==> src/rtl/rnn_pkg.sv <==
// rnn_pkg: shared Q4.12 fixed-point types, constants and the dot-product FSM states
package rnn_pkg;
   typedef logic signed [15:0] fx16_t;
   localparam int FRAC_BITS = 12;
   localparam fx16_t FX_MAX = 16'h7FFF;
   localparam fx16_t FX_MIN = 16'h8000;
   localparam fx16_t FX_ONE = 16'h1000;
   typedef enum logic [2:0] {IDLE, ACCUM, DRAIN, FINISH, HOLD} state_t;
endpackage

==> src/rtl/fx_round_sat.sv <==
// fx_round_sat: rounds a wide Q.24 value half-up to Q4.12 and saturates to 16 bits
module fx_round_sat import rnn_pkg::*; #(
   parameter int ACC_W = 40
) (
   input  logic signed [ACC_W-1:0] acc,
   output fx16_t                   q
);
   localparam logic signed [ACC_W-1:0] HALF = ACC_W'(2 ** (FRAC_BITS - 1));
   localparam logic signed [ACC_W-1:0] HI = ACC_W'(32767);
   localparam logic signed [ACC_W-1:0] LO = ACC_W'(-32768);
   logic signed [ACC_W-1:0] r;
   always_comb begin
      r = (acc + HALF) >>> FRAC_BITS;
      q = r > HI ? FX_MAX : r < LO ? FX_MIN : fx16_t'(r[15:0]);
   end
endmodule

==> src/rtl/dot_accumulator.sv <==
// dot_accumulator: streams N_TERMS Q4.12 w/x pairs, accumulates their products plus
// a bias, and hands a rounded, saturated Q4.12 pre-activation downstream.
module dot_accumulator import rnn_pkg::*; #(
   parameter int N_TERMS = 16,
   parameter int ACC_W   = 40
) (
   input  logic  clk,
   input  logic  rst_n,
   input  logic  start,
   input  fx16_t bias,
   input  logic  in_valid,
   output logic  in_ready,
   input  fx16_t w,
   input  fx16_t x,
   output logic  out_valid,
   input  logic  out_ready,
   output fx16_t out,
   output logic  busy
);
   localparam int CW = $clog2(N_TERMS + 1);
   state_t                  state;
   logic [CW-1:0]           cnt;
   logic signed [31:0]      prod;
   logic                    prod_v;
   logic signed [ACC_W-1:0] acc;
   logic signed [ACC_W-1:0] sum;
   fx16_t                   bias_q;
   fx16_t                   rounded;
   logic                    accept;
   assign accept = in_valid && in_ready;
   // bias is Q4.12, aligned to the Q8.24 accumulator before rounding
   assign sum = acc + (ACC_W'(bias_q) <<< FRAC_BITS);
   fx_round_sat #(.ACC_W(ACC_W)) u_round_sat (.acc(sum), .q(rounded));
   always_ff @(posedge clk or negedge rst_n) begin
      if (!rst_n) begin
         state     <= IDLE;
         cnt       <= '0;
         prod      <= '0;
         prod_v    <= 1'b0;
         acc       <= '0;
         bias_q    <= '0;
         out       <= '0;
         out_valid <= 1'b0;
         in_ready  <= 1'b0;
         busy      <= 1'b0;
      end else begin
         prod_v <= accept;
         if (accept) prod <= 32'(w) * 32'(x);
         if (prod_v) acc <= acc + ACC_W'(prod);
         case (state)
            IDLE: if (start) begin
               state    <= ACCUM;
               bias_q   <= bias;
               acc      <= '0;
               cnt      <= '0;
               in_ready <= 1'b1;
               busy     <= 1'b1;
            end
            ACCUM: if (accept) begin
               cnt <= cnt + 1'b1;
               if (cnt == CW'(N_TERMS - 1)) begin
                  state    <= DRAIN;
                  in_ready <= 1'b0;
               end
            end
            DRAIN: state <= FINISH;
            FINISH: begin
               out       <= rounded;
               out_valid <= 1'b1;
               state     <= HOLD;
            end
            HOLD: if (out_ready) begin
               out_valid <= 1'b0;
               busy      <= 1'b0;
               state     <= IDLE;
            end
            default: state <= IDLE;
         endcase
      end
   end
endmodule
==> config.mk <==
export PLATFORM = sky130hd
export DESIGN_NAME = dot_accumulator
export DESIGN_NICKNAME = d
export VERILOG_FILES = /design/src/rtl/rnn_pkg.sv /design/src/rtl/fx_round_sat.sv /design/src/rtl/dot_accumulator.sv
export SDC_FILE = /design/constraint.sdc
export NUM_CORES = 1
export LEC_CHECK = 0
export CORE_MARGIN = 2
export CORE_UTILIZATION = 35
export DETAILED_ROUTE_END_ITERATION = 10
export DONT_BUFFER_PORTS = 1
export GPL_TIMING_DRIVEN = 0
export SLEW_MARGIN = 5
export SYNTH_ARGS = -nofsm -noshare
export SYNTH_HDL_FRONTEND = slang
export SYNTH_SLANG_ARGS = --single-unit
==> constraint.sdc <==
create_clock -name clk -period 4.7 [get_ports clk]
set_input_delay 0.705 -clock clk [delete_from_list [all_inputs] [get_ports clk]]
set_output_delay 0.705 -clock clk [all_outputs]
set_load 0.02 [all_outputs]
### After elaboration in Yosys (flattened, before gate mapping)

Index checks and enable logic that the tools add are counted.

* output and inout bits: 19
* flip-flop bits (word level): 116

* $lt $le $gt $ge: 2
* multiply operators: 1
* reduce and logical (&&, ||, !) cells: 11
* mux-type cells: 20
* equal/unequal tests: 9
* add/sub/neg operators: 4

Operators with widths (count)
* two-way mux 40 bit: 3
* adder 40 x 13 -> 40 bit, second input constant: 1
* adder 40 x 28 -> 40 bit: 1
* adder 40 x 32 -> 40 bit: 1
* multiplier 16 x 16 -> 32 bit: 1
* two-way mux 16 bit: 2
* > comparator 28 x 16 -> 1 bit, second input constant: 1
* < comparator 28 x 16 -> 1 bit, second input constant: 1
* case mux 3 bit (5 select lines): 1
* two-way mux 3 bit: 4
* two-way mux 5 bit: 2
* case mux 5 bit (2 select lines): 1
* != test 2 bit, second input constant: 4
* AND reduction 4 bit: 2
* == test 3 x 2 -> 1 bit, second input constant: 2
* case mux 1 bit (2 select lines): 3
* AND reduction 3 bit: 2
* nonzero test 2 bit: 3
* adder 5 x 1 -> 5 bit, second input constant: 1
* == test 5 x 4 -> 1 bit, second input constant: 1
* two-way mux 1 bit: 4
* AND reduction 2 bit: 2
* == test 3 x 1 -> 1 bit, second input constant: 1
* == test 3 bit, second input constant: 1
* other kinds (2): 2

### Logic depth before layout (Yosys ltp)

Gate-level depths: netlist of run 1.

* depth in word-level cells: 5
* mapped depth: 26
* gate-level depth less buffers: 25

### Hierarchy

A second synthesis of run 1 with hierarchy kept.

* cell total of the unflattened synthesis: 2146
* area, all modules: 18801.8 sq um

By module, submodules not included
* dot_accumulator: instances 1, sequential area each 2902.8 sq um, area an instance 17913.4 sq um, cells each 2019
* fx_round_sat: instances 1, sequential area each 0.0 sq um, area an instance 888.4 sq um, cells each 127

### Worst setup path before layout of run 1

Ideal clock, no wire load.

* kind: input-to-reg
* start point: input x[6]
* end point: register prod[30]
* required time: 4567 ps
* setup time: 133 ps
* arrival: 6597 ps
* stages: 23
* path slack: -2031 ps
* path buffers: 1
* cell sequence: clkbuf_1 and2_1 fa_1 inv_1 fa_1 fa_1 fa_1 inv_1 fa_1 inv_1 fa_1 inv_1 ha_1 or2_2 a21oi_1 o311ai_0 and2_1 o21ai_0 a21boi_0 or4_1 a31oi_1 xor2_1 o21ai_0

* word-level cells in the longest chain between the ends: 1

Ends and longest elaborated chain
* start, declared: line dot_accumulator.sv:14 `input fx16_t x,`
* multiplier 16 x 16 -> 32 bit: line dot_accumulator.sv:48 `if (accept) prod <= 32'(w) * 32'(x);`
* end signal, assigned: line dot_accumulator.sv:48
* end, declared: line dot_accumulator.sv:23 `logic signed [31:0] prod;`

No other way between the ends.
A chain may end at the register's enable or synchronous reset.

### Final worst setup path of run 1

* start point: input w[11]
* end point: register prod[30]

* word-level cells in the longest chain between the ends: 1

Ends and longest elaborated chain
* start, declared: line dot_accumulator.sv:13 `input fx16_t w,`
* multiplier 16 x 16 -> 32 bit: line dot_accumulator.sv:48

No other way between the ends.

==> flow_summary.ini, run 1 <==
[worst_setup_path]
crit_path_frequent_cell = fa_1
required_ns = 5.00
critPathTopFamily = adder cells
critPathArrivalTime_ns = 6.34
crit_path_end = prod[30]$_DFFE_PN0P_
r2r_end = acc[38]$_DFF_PN0_
path_cells = buf_4 > nand2_1 > fa_1 > inv_1 > fa_2 > fa_2 > fa_1 > fa_1 > inv_1 > fa_1 > inv_1 > ha_4 > a21o_1 > a21o_1 > a21o_1 > a21oi_2 > o21ai_2 > o21ai_4 > a21boi_2 > or4_4 > a31oi_2 > xor2_1 > o21ai_1
reg2reg_depth = 13
slowest_stage = fa_2
cp-end-kind = register
worst-path-buf-inv = 4
cp_num_cells = 23
crit_type = primary input to register
max_stage_delay_ns = 0.58
critPathLaunch = w[11]
timing.rr.start = prod[0]$_DFFE_PN0P_
start_kind = primary input
r2r_slack_ns = 0.69
cp_max_fo = 10

[floorplanning]
die_width_um = 229
die-area_um2 = 52600
core_area_um2 = 50200
fp.dieH_um = 229
num_rows = 82
start_util = 0.354
io_pins = 72

[timing]
setup_viol = 21
drv_slew = 0
hold_ws_ns = 0.236
tightest_slew_ns = 0.911
finalCritPeriodShare = 1.29
hold_violations = 0
skew_ns = 0.0117
fin_crit_ns = 6.04
setup_tns_ns = -18.69
rsz0062_at_grt = yes
setup_ws_ns = -1.34
slew_headroom = 0.392
fmax_mhz = 165

[routing]
drc = 0
avgViaCountPerCell = 5.02
antenna_left = 0
drt-wirelength-per-cell_um = 17.4
drt-initial-drc-count = 619
drt-total-wl_um = 48100
num_vias = 13900
drtPass1Iterations = 5

[synthesis]
synth-main-ff-cell = dfrtp_1
synth_nets = 2481
synth_edf_count = 0
synthDistinctLibCells = 80
avgSynthCellArea_um2 = 8.82
synthArstFlopShare = 1.00
ys_ff_latch = 116
synth_cells = 2014
ys_warn_count = 0
ys_seq_area_frac = 0.163
synth_area_um2 = 17800

[place]
place_ws_ns = -2.14
port_buffers = 0
placed_cells = 2686
dp_hpwl_um = 38800
gp_congestion = 0.902

[job]
maxCapViolations = 0

[layout]
stdcell_count = 2764
syn_to_final_growth_pct = 16.1
mostFrequentLayoutCell = inv_1
drive_gt1_frac = 0.133
most-common-layout-cells = 325 x inv_1, 276 x nand2_1, 245 x fa_1
antenna_cells = 0
nNetsFinal = 2548

[grt]
grt_pass1_vias = 14800
grtUsageTotal = 0.187
grt_max_degree = 117
grt_pass1_wl_um = 77800
grt.overflow.total = 0
antenna_found_initial = 1

[cts]
clockRootBuffer = clkbuf_16
clk_path_buf_depth = 2
htreeDepth = 4
cts-buffers-inserted = 17
tritoncts = yes
path_clk_slew_ns = 0.05
clock_latency_ns = 0.44
clock_sinks = 116

[worst_hold_path]
hold_class = primary input to async pin

[outcome]
violations = setup timing
status = finished, violations left
==> worst min-delay path by stage <==
| stage | startpoint | endpoint | slack [ns] | cells past startpoint |
|---|---|---|---|---|
| floorplan | rst_n | acc[0]$_DFF_PN0_ | 0.41 | 0 |
| global placement | rst_n | acc[1]$_DFF_PN0_ | 0.41 | 0 |
| detailed placement | rst_n | acc[1]$_DFF_PN0_ | 0.41 | 0 |
| CTS | rst_n | acc[1]$_DFF_PN0_ | 0.26 | 1 |
| global route | rst_n | cnt[1]$_DFFE_PN0P_ | 0.27 | 1 |
| finish | rst_n | cnt[0]$_DFFE_PN0P_ | 0.24 | 1 |
==> repair_timing <==
item / in CTS / in global routing
hold buffers: 1 / 0
endpoints found under the setup margin: 23 / 23
endpoints found under the hold margin: 116 / 0
gates resized for setup: 102 / 84
pin swaps: 47 / 76
buffers inserted: 25 / 20
gates cloned: 2 / 1
==> Yosys cell counts, drive strengths merged, types with 5 or more instances <==
cell type    n  share of area
or2          6         0.0021
nor3b        5         0.0021
a21o        37          0.016
dfrtp      116           0.16
mux2i       24          0.014
o21bai       6         0.0025
a21oi       98          0.030
a211oi      11         0.0049
o21a         6         0.0025
buf         11         0.0035
a31oi       18         0.0063
xor2        29          0.014
and2       127          0.045
o21ai       78          0.022
o2111ai      5         0.0028
and3         7         0.0025
nor3        13         0.0037
o211ai       5         0.0021
nand2      285          0.060
nor2b        7         0.0025
nand4       12         0.0046
fa         264           0.30
ha         150           0.11
xnor2       65          0.032
nor2       104          0.022
nand2b      13         0.0046
nand3       37          0.011
inv        350          0.074
clkbuf      57          0.012
==> stage by stage <==
stage	util	instance area, µm²
after global routing	0.411	20600
after floorplan	-	18100
final	0.411	20600
after CTS	0.403	20200
after detailed placement	0.378	18900
after global placement	0.378	18900
==> registers in the layout, summed over array words and instances, names as in the netlist <==
register   count
acc           40
busy           1
prod_v         1
out           16
out_valid      1
state          3
in_ready       1
prod          32
bias_q        16
cnt            5
==> area by class of cell <==
type                    instances  area, µm²
fillers                      4937      29600
multi-input cells            1479      13900
flip-flops and latches        116       2900
inverters                     351       1320
well taps                     672        841
plain buffers                  68        622
clock buffers                  21        470
repair buffers                 48        453
clock inverters                 9        129
==> routing by layer <==
layer / routed length [µm] / GRT usage
met1: 21200 / 0.237
met2: 23400 / 0.323
met3: 2320 / 0.0332
met4: 1220 / 0.0601
met5: 16 / 0
==> cells by family after synthesis <==
| logic type | share of synthesized area |
|---|---|
| buf+inv | 0.0898 |
| flops | 0.163 |
| simple gates | 0.168 |
| compound gates | 0.115 |
| fa+ha+maj | 0.403 |
| mux | 0.0142 |
| xor+xnor | 0.0464 |
Power of run 1 is not shown: default switching activity piles up to over one toggle a cycle in this logic, so the estimate is an artifact.
==> run 2: changes to the inputs <==
SETUP_SLACK_MARGIN = 0.5   (was not set)
==> flow_summary.ini, run 2 (synthesis gave the netlist of run 1 again) <==
[worst_setup_path]
start_kind = primary input
r2r_slack_ns = 0.84
timing.rr.start = bias_q[15]$_DFFE_PN0P_
reg2reg_depth = 14
critPathTopFamily = adder cells
crit_path_frequent_cell = fa_1
required_ns = 5.00
worst-path-buf-inv = 5
slowest_stage = fa_1
cp-end-kind = register
max_stage_delay_ns = 0.54
r2r_end = out[10]$_DFFE_PN0P_
cp_max_fo = 10
crit_type = primary input to register
path_cells = clkbuf_16 > and2_4 > fa_1 > inv_2 > fa_1 > fa_2 > inv_2 > fa_1 > fa_1 > inv_1 > fa_1 > inv_2 > ha_4 > nor3_4 > o211a_1 > o311ai_4 > and2_4 > o21ai_4 > a21boi_2 > or4_4 > a31oi_4 > xor2_1 > o21ai_1
critPathArrivalTime_ns = 6.27

[outcome]
violations = setup timing
status = finished, violations left

[layout]
antenna_cells = 0
nNetsFinal = 2553
utilization = 0.418
fillers = 4878
most-common-layout-cells = 322 x inv_1, 273 x nand2_1, 248 x fa_1
fin_area_um2 = 21000
top_regs = acc: 40 flops, prod: 32 flops
regMostFlops = acc
mostFrequentLayoutCell = inv_1
drive_gt1_frac = 0.144
largest_reg_flops = 40
syn_to_final_growth_pct = 18.0

[cts]
clockRootBuffer = clkbuf_16
cts-buffers-inserted = 17
path_clk_slew_ns = 0.06
clk_path_buf_depth = 2
tritoncts = yes
clock_sinks = 116
clock_latency_ns = 0.42
htreeDepth = 4

[floorplanning]
num_rows = 82
die-area_um2 = 52600
fp.dieH_um = 229
die_width_um = 229
io_pins = 72
start_util = 0.354
core_area_um2 = 50200

[timing]
finalCritPeriodShare = 1.27
tightest_slew_ns = 0.864
slew_headroom = 0.424
setup_ws_ns = -1.28
hold_violations = 0
setup_viol = 21
fin_crit_ns = 5.98
drv_slew = 0
fmax_mhz = 167
skew_ns = 0.00918
rsz0062_at_grt = yes

[routing]
avgViaCountPerCell = 5.00
drt-total-wl_um = 48300
drt-initial-drc-count = 777
antenna_left = 0
num_vias = 13900
drt-wirelength-per-cell_um = 17.4
drtPass1Iterations = 4
drc = 0

[grt]
grt.overflow.total = 0
antenna_found_initial = 1
grt_pass1_wl_um = 77600
grt_pass1_vias = 14800
grtUsageTotal = 0.187
grt_max_degree = 117

[worst_hold_path]
hold_class = primary input to async pin

[place]
gp_congestion = 0.900
placed_area_um2 = 19000
port_buffers = 0
dp_hpwl_um = 39100

[job]
maxCapViolations = 0
[run 2: changes by cell type in the layout (fill, tap and decap cells not counted), moves of 4 or more]
| cell | before | now |
|---|---|---|
| buf_4 | 39 | 34 |
| buf_6 | 14 | 19 |
| clkbuf_16 | 23 | 29 |
| ha_1 | 137 | 132 |
| ha_4 | 10 | 16 |
| inv_6 | 0 | 5 |
| o21ai_0 | 54 | 47 |
| o21ai_1 | 16 | 24 |
| o21ai_2 | 7 | 3 |
[run 2: layer usage]
metal | up-vias | part of all wire | track usage
met3 | 83 | 0.037 | 0.0274
met2 | 276 | 0.49 | 0.326
met1 | 6933 | 0.45 | 0.238
met5 | - | 0.00033 | 0
li1 | 6559 | - | -
met4 | 2 | 0.028 | 0.0588
[run 2: how the worst max path moves through the flow]
| stage | startpoint | end | slack (ns) | cells after the start |
|---|---|---|---|---|
| 3_3_place_gp | x[13] | prod[30]$_DFFE_PN0P_ | -2.01 | 23 |
| 6_report | x[4] | prod[30]$_DFFE_PN0P_ | -1.28 | 23 |
| 3_5_place_dp | x[14] | prod[30]$_DFFE_PN0P_ | -2.07 | 22 |
| 4_1_cts | w[7] | prod[30]$_DFFE_PN0P_ | -1.33 | 23 |
| 2_1_floorplan | x[6] | prod[30]$_DFFE_PN0P_ | -1.53 | 23 |
| 5_1_grt | x[5] | prod[30]$_DFFE_PN0P_ | -1.47 | 23 |
[run 2: per-stage QoR]
step / hold WS [ns] / setup TNS, ns / instances / worst slack, ns
after floorplan: 0.409 / -19.23 / 2014 / -1.53
after global placement: 0.413 / -29.15 / 2686 / -2.01
after detailed placement: 0.422 / -30.19 / 2686 / -2.07
after CTS: 0.270 / -17.94 / 2747 / -1.33
after global routing: 0.244 / -21.57 / 2771 / -1.47
final: 0.191 / -18.06 / 2771 / -1.28
[run 2: cell type report]
| type | count | area (µm²) | area share |
|---|---|---|---|
| sequential | 116 | 2900 | 0.138 |
| timing repair buffer | 53 | 502 | 0.0239 |
| clock buffer | 17 | 425 | 0.0203 |
| buffer | 68 | 713 | 0.0340 |
| inverter | 351 | 1330 | 0.0634 |
| multi-input combinational | 1479 | 14100 | 0.670 |
| clock inverter | 15 | 196 | 0.00937 |
| tap | 672 | 841 | 0.0401 |
[run 2: repair_timing]
| item | CTS | global route |
|---|---|---|
| gates cloned | 0 | 2 |
| pin swaps | 78 | 71 |
| endpoints found under the hold margin | 116 | 0 |
| buffers inserted | 28 | 22 |
| hold buffers | 1 | 0 |
| resized for setup | 127 | 90 |
| endpoints found under the setup margin | 24 | 26 |
Power of run 2 is left out for the same reason.
==> run 3: changes to the inputs <==
PLACE_DENSITY = 0.51   (was not set)
==> flow_summary.ini, run 3 (synthesis gave the netlist of run 1 again) <==
[outcome]
violations = setup timing
status = finished, violations left

[layout]
fillers = 5017
regMostFlops = acc
syn_to_final_growth_pct = 17.2
antenna_cells = 0
largest_reg_flops = 40
multi_input_comb_area_um2 = 14100
utilization = 0.415
mostFrequentLayoutCell = inv_1
ff_latch_area_um2 = 2900
top_regs = acc: 40 flops, prod: 32 flops
most-common-layout-cells = 320 x inv_1, 276 x nand2_1, 246 x fa_1
nNetsFinal = 2557
drive_gt1_frac = 0.146

[worst_setup_path]
critPathArrivalTime_ns = 6.29
max_stage_delay_ns = 0.55
start_kind = primary input
r2r_slack_ns = 0.79
cp-end-kind = register
crit_path_frequent_cell = fa_1
cp_max_fo = 8
slowest_stage = fa_1
crit_type = primary input to register
required_ns = 4.99

[floorplanning]
start_util = 0.354
die_width_um = 229
die-area_um2 = 52600
fp.dieH_um = 229
num_rows = 82
io_pins = 72
core_area_um2 = 50200

[grt]
grt_pass1_wl_um = 80600
grt.overflow.total = 0
grt_pass1_vias = 14800
grt_max_degree = 117
antenna_found_initial = 0
grtUsageTotal = 0.194

[timing]
hold_violations = 0
fin_crit_ns = 6.00
tightest_slew_ns = 0.872
skew_ns = 0.00918
fmax_mhz = 167
setup_ws_ns = -1.30
setup_viol = 21
rsz0062_at_grt = yes
finalCritPeriodShare = 1.28
slew_headroom = 0.419
drv_slew = 0

[routing]
avgViaCountPerCell = 4.92
drtPass1Iterations = 5
drt-initial-drc-count = 704
num_vias = 13600
drt-total-wl_um = 49000
antenna_left = 0
drc = 0
drt-wirelength-per-cell_um = 17.7

[job]
maxCapViolations = 0

[cts]
clock_latency_ns = 0.43
path_clk_slew_ns = 0.05
clock_sinks = 116
tritoncts = yes
clockRootBuffer = clkbuf_16
cts-buffers-inserted = 17
htreeDepth = 4
clk_path_buf_depth = 2

[place]
dp_hpwl_um = 39900
port_buffers = 0
gp_congestion = 0.882
place_ws_ns = -2.17

[worst_hold_path]
hold_class = primary input to async pin
-- run 3: routing by layer --
metal	vias up	wire length, µm	share of wire	GRT usage
met1	6761	22700	0.46	0.257
met2	240	23200	0.47	0.329
met5	-	0	0	0
met4	0	1470	0.030	0.0659
li1	6550	-	-	-
met3	72	1640	0.033	0.0217
-- run 3: layout make-up --
type	instances	share of cell area
clock buffers	22	0.0223
repair buffers	57	0.0265
inverters	351	0.0640
plain buffers	68	0.0298
flip-flops and latches	116	0.140
well taps	672	0.0404
multi-input cells	1479	0.676
clock inverters	6	0.00162
-- run 3: worst paths after layout --
| path | start | end | depth (start not counted) |
|---|---|---|---|
| worst max-delay path | x[6] | prod[21]$_DFFE_PN0P_ | 27 |
| worst min-delay path | rst_n | acc[7]$_DFF_PN0_ | 1 |
| worst max register to register | prod[0]$_DFFE_PN0P_ | acc[36]$_DFF_PN0_ | 13 |
| worst min register to register | bias_q[6]$_DFFE_PN0P_ | bias_q[6]$_DFFE_PN0P_ | 2 |
| max in group asynchronous | rst_n | out[2]$_DFFE_PN0P_ | 1 |
| min in group clk | bias[1] | bias_q[1]$_DFFE_PN0P_ | 2 |
-- run 3: critical path: cells and delay by family --
family,cells,cell delay [ns]
fa+ha+maj,7,3.28
compound gates,6,0.91
buf+inv,10,0.82
simple gates,3,0.41
xor+xnor,1,0.16
-- run 3: repair_timing --
item / CTS / global route
resized for setup: 138 / 84
setup buffers: 35 / 20
pin swaps: 80 / 74
endpoints found under the hold margin: 116 / 0
gates cloned: 1 / 0
endpoints found under the setup margin: 24 / 26
hold buffers: 1 / 0
-- run 3: stage by stage --
step	cells	area [µm²]	hold slack (ns)	TNS, ns
final	2771	20800	0.182	-18.54
after global routing	2771	20800	0.251	-22.24
after CTS	2751	20400	0.255	-17.01
after detailed placement	2686	19000	0.414	-32.00
after global placement	2686	19000	0.414	-31.24
after floorplan	2014	18100	0.409	-19.23
Power of run 3 is left out for the same reason.
